<file path="src/rtl/pc_sequencer.sv">
// pc_sequencer: instruction phase counter and program-address sequencer (IDLE/RUN/HALT).
// Define PC_SEQ_AUTOHALT_EN to halt automatically after the instruction at LAST_ADDR.
module pc_sequencer #(
    parameter int SIZE_CNT  = 3,
    parameter int CNT_MAX   = 4,
    parameter int CNT_CLK   = 2,
    parameter int LAST_ADDR = 15
) (
    input  logic                clk,
    input  logic                rst_n,
    input  logic                run,
    input  logic                halt_req,
    input  logic                stall,
    input  logic                jmp_en,
    input  logic [3:0]          jmp_addr,
    output logic [SIZE_CNT:0]   cnt_clk,
    output logic [3:0]          Data_Addr,
    output logic                fetch_strobe,
    output logic                halted,
    output logic                busy
);
    typedef enum logic [1:0] {IDLE, RUN, HALT} state_t;
    localparam logic [SIZE_CNT:0] CMAX  = CNT_MAX[SIZE_CNT:0];
    localparam logic [SIZE_CNT:0] CFET  = CNT_CLK[SIZE_CNT:0];
    localparam logic [3:0]        LAST  = LAST_ADDR[3:0];
    state_t            state_q, state_d;
    logic [SIZE_CNT:0] cnt_q, cnt_d;
    logic [3:0]        addr_q, addr_d, addr_inc, jmp_legal;
    logic              hlt_q, hlt_d, boundary, auto_halt;
    assign boundary  = (state_q == RUN) && !stall && (cnt_q == CMAX);
    assign addr_inc  = (addr_q >= LAST) ? 4'd1 : addr_q + 4'd1;
    assign jmp_legal = (jmp_addr == 4'd0 || jmp_addr > LAST) ? 4'd1 : jmp_addr;
`ifdef PC_SEQ_AUTOHALT_EN
    assign auto_halt = boundary && !jmp_en && (addr_q == LAST);
`else
    assign auto_halt = 1'b0;
`endif
    always_comb begin
        state_d = state_q;
        cnt_d   = cnt_q;
        addr_d  = addr_q;
        hlt_d   = hlt_q;
        unique case (state_q)
            IDLE: begin
                cnt_d   = '0;
                state_d = run ? RUN : IDLE;
            end
            RUN: begin
                // a request during a stalled cycle still latches
                hlt_d = hlt_q | halt_req;
                if (!stall) begin
                    cnt_d = boundary ? '0 : cnt_q + 1'b1;
                    if (boundary) begin
                        addr_d  = jmp_en ? jmp_legal : addr_inc;
                        state_d = (hlt_d || auto_halt) ? HALT : RUN;
                        hlt_d   = 1'b0;
                    end
                end
            end
            HALT: begin
                cnt_d   = '0;
                state_d = (run && !halt_req) ? RUN : HALT;
            end
            default: state_d = IDLE;
        endcase
    end
    always_ff @(posedge clk) begin
        if (!rst_n) begin
            state_q <= IDLE;
            cnt_q   <= '0;
            addr_q  <= 4'd1;
            hlt_q   <= 1'b0;
        end else begin
            state_q <= state_d;
            cnt_q   <= cnt_d;
            addr_q  <= addr_d;
            hlt_q   <= hlt_d;
        end
    end
    assign cnt_clk      = cnt_q;
    assign Data_Addr    = addr_q;
    assign fetch_strobe = (state_q == RUN) && (cnt_q == CFET) && !stall;
    assign busy         = (state_q == RUN);
    assign halted       = (state_q == HALT);
endmodule
</file>
<file path="config.mk">
export PLATFORM = sky130hd
export DESIGN_NAME = pc_sequencer
export DESIGN_NICKNAME = d
export VERILOG_FILES = /design/src/rtl/pc_sequencer.sv
export SDC_FILE = /design/constraint.sdc
export NUM_CORES = 1
export LEC_CHECK = 0
export BUFFER_PORTS_ARGS = -buffer_cell sky130_fd_sc_hd__buf_2
export CORE_MARGIN = 3
export CORE_UTILIZATION = 40
export DETAILED_ROUTE_END_ITERATION = 8
export PLACE_DENSITY = 0.71
export SLEW_MARGIN = 15
export SYNTH_ARGS = -nofsm -noshare
export SYNTH_HDL_FRONTEND = slang
export SYNTH_SLANG_ARGS = --single-unit
</file>
<file path="constraint.sdc">
create_clock -name clk -period 1.7 [get_ports clk]
set_clock_uncertainty 0.15 [all_clocks]
set_input_delay 0.255 -clock clk [delete_from_list [all_inputs] [get_ports clk]]
set_output_delay 0.255 -clock clk [all_outputs]
set_load 0.03 [all_outputs]
</file>
Word level (Yosys, flattened, before mapping)
Cells that the tools add are included.
{"block": "op_classes", "bitwise_logic": 2, "add_sub_neg": 2, "reduce_logical": 15, "order_cmp": 2, "mux": 14, "n_eq_ne": 6}
{"cell": "4-bit 2-to-1 mux", "count": 5}
{"cell": "4-bit by 1-bit adder with 4-bit output (second input constant)", "count": 2}
{"cell": "2-bit 2-to-1 mux", "count": 4}
{"cell": "4-bit case mux with 2 select lines", "count": 1}
{"cell": "2-bit case mux with 3 select lines", "count": 1}
{"cell": "1-bit logical AND", "count": 5}
{"cell": "4-bit by 2-bit equality test with 1-bit output (second input constant)", "count": 1}
{"cell": "4-bit by 3-bit equality test with 1-bit output (second input constant)", "count": 1}
{"cell": "4-bit greater-or-equal comparator (second input constant)", "count": 1}
{"cell": "4-bit > comparator (second input constant)", "count": 1}
{"cell": "4-bit zero test", "count": 1}
{"cell": "2-bit AND reduction", "count": 2}
{"cell": "1-bit 2-to-1 mux", "count": 3}
{"cell": "3-bit AND reduction", "count": 1}
{"cell": "2-bit by 1-bit equality test with 1-bit output (second input constant)", "count": 1}
{"cell": "2-bit equality test (second input constant)", "count": 1}
{"cell": "1-bit zero test", "count": 2}
{"cell": "2-bit zero test", "count": 1}
{"cell": "2-bit by 1-bit inequality test with 1-bit output (second input constant)", "count": 1}
{"cell": "2-bit inequality test (second input constant)", "count": 1}
{"cell": "2-bit nonzero test", "count": 1}
{"cell": "2-bit OR reduction", "count": 1}
{"cell": "1-bit logical OR", "count": 1}
{"cell": "1-bit inverter", "count": 1}
{"cell": "1-bit bitwise OR", "count": 1}
{"block": "word_totals", "out_inout_bits": 11, "reg_bits": 11, "wordCells": 45, "in_bits": 10}

Longest topological paths before layout
{"block": "logic_depth", "depth_word": 6, "ltp_mapped": 7, "mapped_depth_nobuf": 6}

Least setup slack after synthesis
No wires, ideal clock.
{"block": "synth_path", "path_type": "register -> output", "start": "reg state_q[0]", "end": "out fetch_strobe", "n_path_buf": 1, "path_stages_with_launch": 4, "t_arrival_ns": 1.557, "required_ns": 1.295, "path_slack_ns": -0.262, "path_cell_list": "dfxtp_1 > or3b_1 > buf_6 > nor4b_2"}
{"block": "synth_between", "elab_chain_len": 3}
{"element": "start, declared", "line_no": "26", "rtl": "state_t state_q, state_d;"}
{"element": "start signal, assigned", "line_no": "74", "rtl": "state_q <= state_d;"}
{"element": "2-bit by 1-bit equality test with 1-bit output", "line_no": "82", "rtl": "assign fetch_strobe = (state_q == RUN) && (cnt_q == CFET) && !stall;"}
{"element": "1-bit logical AND (2 in a row)", "line_no": "82"}
{"element": "end, declared", "line_no": "18", "rtl": "output logic fetch_strobe,"}
Every way passes these cells.

Worst setup path after layout
{"block": "layout_path", "start": "reg state_q[1]", "end": "out fetch_strobe"}
The elaborated chain is that of the path after synthesis.

==> flow_metrics.env <==
export IMPL_powerDensity_nw_per_um2=603.0
export IMPL_setup_slack_ns=-0.09149
export IMPL_layout_drive_gt1_share_pct=33.02
export IMPL_yosysUniqueCellTypes=32
export IMPL_end_kind="output port"
export IMPL_total_power_mw=0.5130
export IMPL_detail_route_antenna_nets=0
export IMPL_grt_pass1_wl_um=2139
export IMPL_clock_sinks=11
export IMPL_dr_pass1_iters=4
export IMPL_die_width_um=47.02
export IMPL_via_per_inst=5.230
export IMPL_tritoncts="yes"
export IMPL_rrSetupSlack_ns=0.17
export IMPL_min_path_type="input pin to register"
export IMPL_first_iter_violations=6
export IMPL_dp_hpwl_um=1067
export IMPL_path_class="register to output port"
export IMPL_fillCellCount=152
export IMPL_crit_fanout=2
export IMPL_yosys_area_top_type="dfxtp_1"
export IMPL_critical_path_arrival_ns=1.39
export IMPL_grt_pass1_vias=513
export IMPL_area_delta_synth_final_pct=26.39
export IMPL_yosys_top_cells_area="dfxtp_1 33%, ha_1 7.4%, nand2_1 5.6%"
export IMPL_pin_count=21
export IMPL_n_antenna_cell=0
export IMPL_finalHoldViolations=0
export IMPL_finalWirelength_um=1362
export IMPL_grt_max_degree=12
export IMPL_hp_start="rst_n"
export IMPL_synthCells=82
export IMPL_synthArstFlopShare_pct=0
export IMPL_nets=121
export IMPL_p_leak_nw=0.4005
export IMPL_drc=0
export IMPL_reg2reg_depth=5
export IMPL_clkTransAtPathRegs_ns=0.07
export IMPL_cts_inserted_buffers=3
export IMPL_whs_endpoint="Data_Addr[0]"
export IMPL_track_usage_pct=13.93
export IMPL_numPortBuffers=20
export IMPL_overflow=0
export IMPL_worstPathRequired_ns=1.29
export IMPL_yosysWarnings=0
export IMPL_antenna_found_initial=0
export IMPL_cts_root_buf="clkbuf_4"
export IMPL_final_max_slew_viol_count=0
export IMPL_start_util_pct=43.67
export IMPL_avgSynthCellArea_um2=8.209
export IMPL_setup_viol=1
export IMPL_yosysTopAreaCellShare_pct=32.71
export IMPL_violations="setup timing"
export IMPL_mostFrequentLayoutCells="18 x buf_2, 10 x nand2_1, 7 x dfxtp_1"
export IMPL_die_y_um=47.02
export IMPL_critPathLaunchType="register"
export IMPL_hold_depth=2
export IMPL_layout_commonest_cell="buf_2"
export IMPL_clk_path_buf_depth=2
export IMPL_r2r_start="cnt_clk[1]"
export IMPL_ir_drop_mv=0.4047
export IMPL_slew_headroom_pct=79.84
export IMPL_synth_cell_area_um2=673.1
export IMPL_max_clock_freq_ghz=0.5582
export IMPL_seq_area_frac_synth_pct=32.71
export IMPL_vias=638
export IMPL_ys_flop_type="dfxtp_1"
export IMPL_place_congestion=0.8550
export IMPL_rsz0062_at_grt="yes"
export IMPL_fin_crit_sh_pct=105.4
export IMPL_post_drt_wl_per_cell_um=11.16
export IMPL_htreeDepth=1
export IMPL_r2r_end="Data_Addr[1]"
export IMPL_cap_violations=0
export IMPL_post_route_util_pct=55.19
export IMPL_synth_seq_cells=11
export IMPL_core_um2=1541
export IMPL_min_period_ns=1.791
export IMPL_placementRows=14
export IMPL_status="finished, violations left"
export IMPL_worst_slew_pin_slew_ns=0.2986
export IMPL_synth_edf_count=0
export IMPL_insertion_delay_ns=0.27
export IMPL_dieArea_um2=2211
export IMPL_synth_fp_nets=96
worst max-delay path, cell delays in order (launching register included):
cell and delay (ns):
dfxtp_2 0.33, or3b_4 0.39, nor4b_4 0.23, buf_6 0.16
flip-flops by register name (all words and copies together) (netlist names):
name / cells
cnt_clk: 4
hlt_q: 1
Data_Addr: 4
state_q: 2
synthesized netlist by cell type, types with 2 or more instances:
library cell	count
dfxtp_1	11
nand2_1	10
inv_1	6
o21ai_1	6
and2_1	4
ha_1	4
nand3_1	4
a21boi_1	3
a21oi_1	3
nor2_1	3
o21ai_0	3
clkbuf_1	2
nand2b_1	2
nand4b_1	2
nor2b_1	2
report_power, final:
group | switching (mW) | internal (mW) | total (mW)
Combinational | 0.0388 | 0.0320 | 0.0708
Sequential | 0.00218 | 0.263 | 0.265
Clock | 0.0864 | 0.0908 | 0.177
Total | 0.127 | 0.386 | 0.513
metal layers:
layer	up-vias	wire length (µm)	track usage (%)
li1	337	-	-
met1	288	651	17.51
met2	11	636	22.22
met3	2	65	5.747
met4	0	9	3.315
met5	-	0	0
timing repair:
action | 4_1_cts | 5_1_grt
pin swaps | 1 | 0
setup endpoints to repair | 1 | 2
hold buffers | 0 | 0
setup buffers | 1 | 0
resized for setup | 4 | 3
cells by family after synthesis:
family / Yosys count / share of synthesized area [%]
buffers and inverters: 10 / 6.877
multiplexers: 1 / 1.487
AO/OA/AOI/OAI: 22 / 20.82
adder cells (fa/ha/maj): 4 / 7.435
flip-flops: 11 / 32.71
AND/OR/NAND/NOR: 34 / 30.67
stage by stage:
stage          hold WS, ns  TNS (ns)  instances  setup WS (ns)  area [µm²]
6_report           0.09565  -0.09149        122       -0.09149       850.8
5_1_grt             0.1104   -0.1329        122        -0.1329       850.8
4_1_cts            0.08834   -0.1030        122        -0.1030       844.6
3_5_place_dp        0.3689         0        117        0.08816       803.3
3_3_place_gp        0.3543         0        117         0.1078       803.3
2_1_floorplan       0.2712  -0.04320         82       -0.04320       684.4
worst max path at each step:
stage / from / endpoint / slack, ns / cells after the start
2_1_floorplan: state_q[0] / fetch_strobe / -0.04 / 3
3_3_place_gp: stall / fetch_strobe / 0.11 / 4
3_5_place_dp: stall / fetch_strobe / 0.09 / 4
4_1_cts: state_q[1] / fetch_strobe / -0.10 / 3
5_1_grt: state_q[1] / fetch_strobe / -0.13 / 3
6_report: state_q[1] / fetch_strobe / -0.09 / 3
area by class of cell:
type,instances,area (µm²),share of cell area (%)
Clock buffer,4,26.28,3.088
Inverter,6,22.52,2.647
Multi-Input combinational cell,61,417.9,49.12
Sequential cell,11,225.2,26.47
Tap cell,16,20.02,2.353
Timing Repair Buffer,24,138.9,16.32
Note: power is estimated with default switching activity, not from simulation.
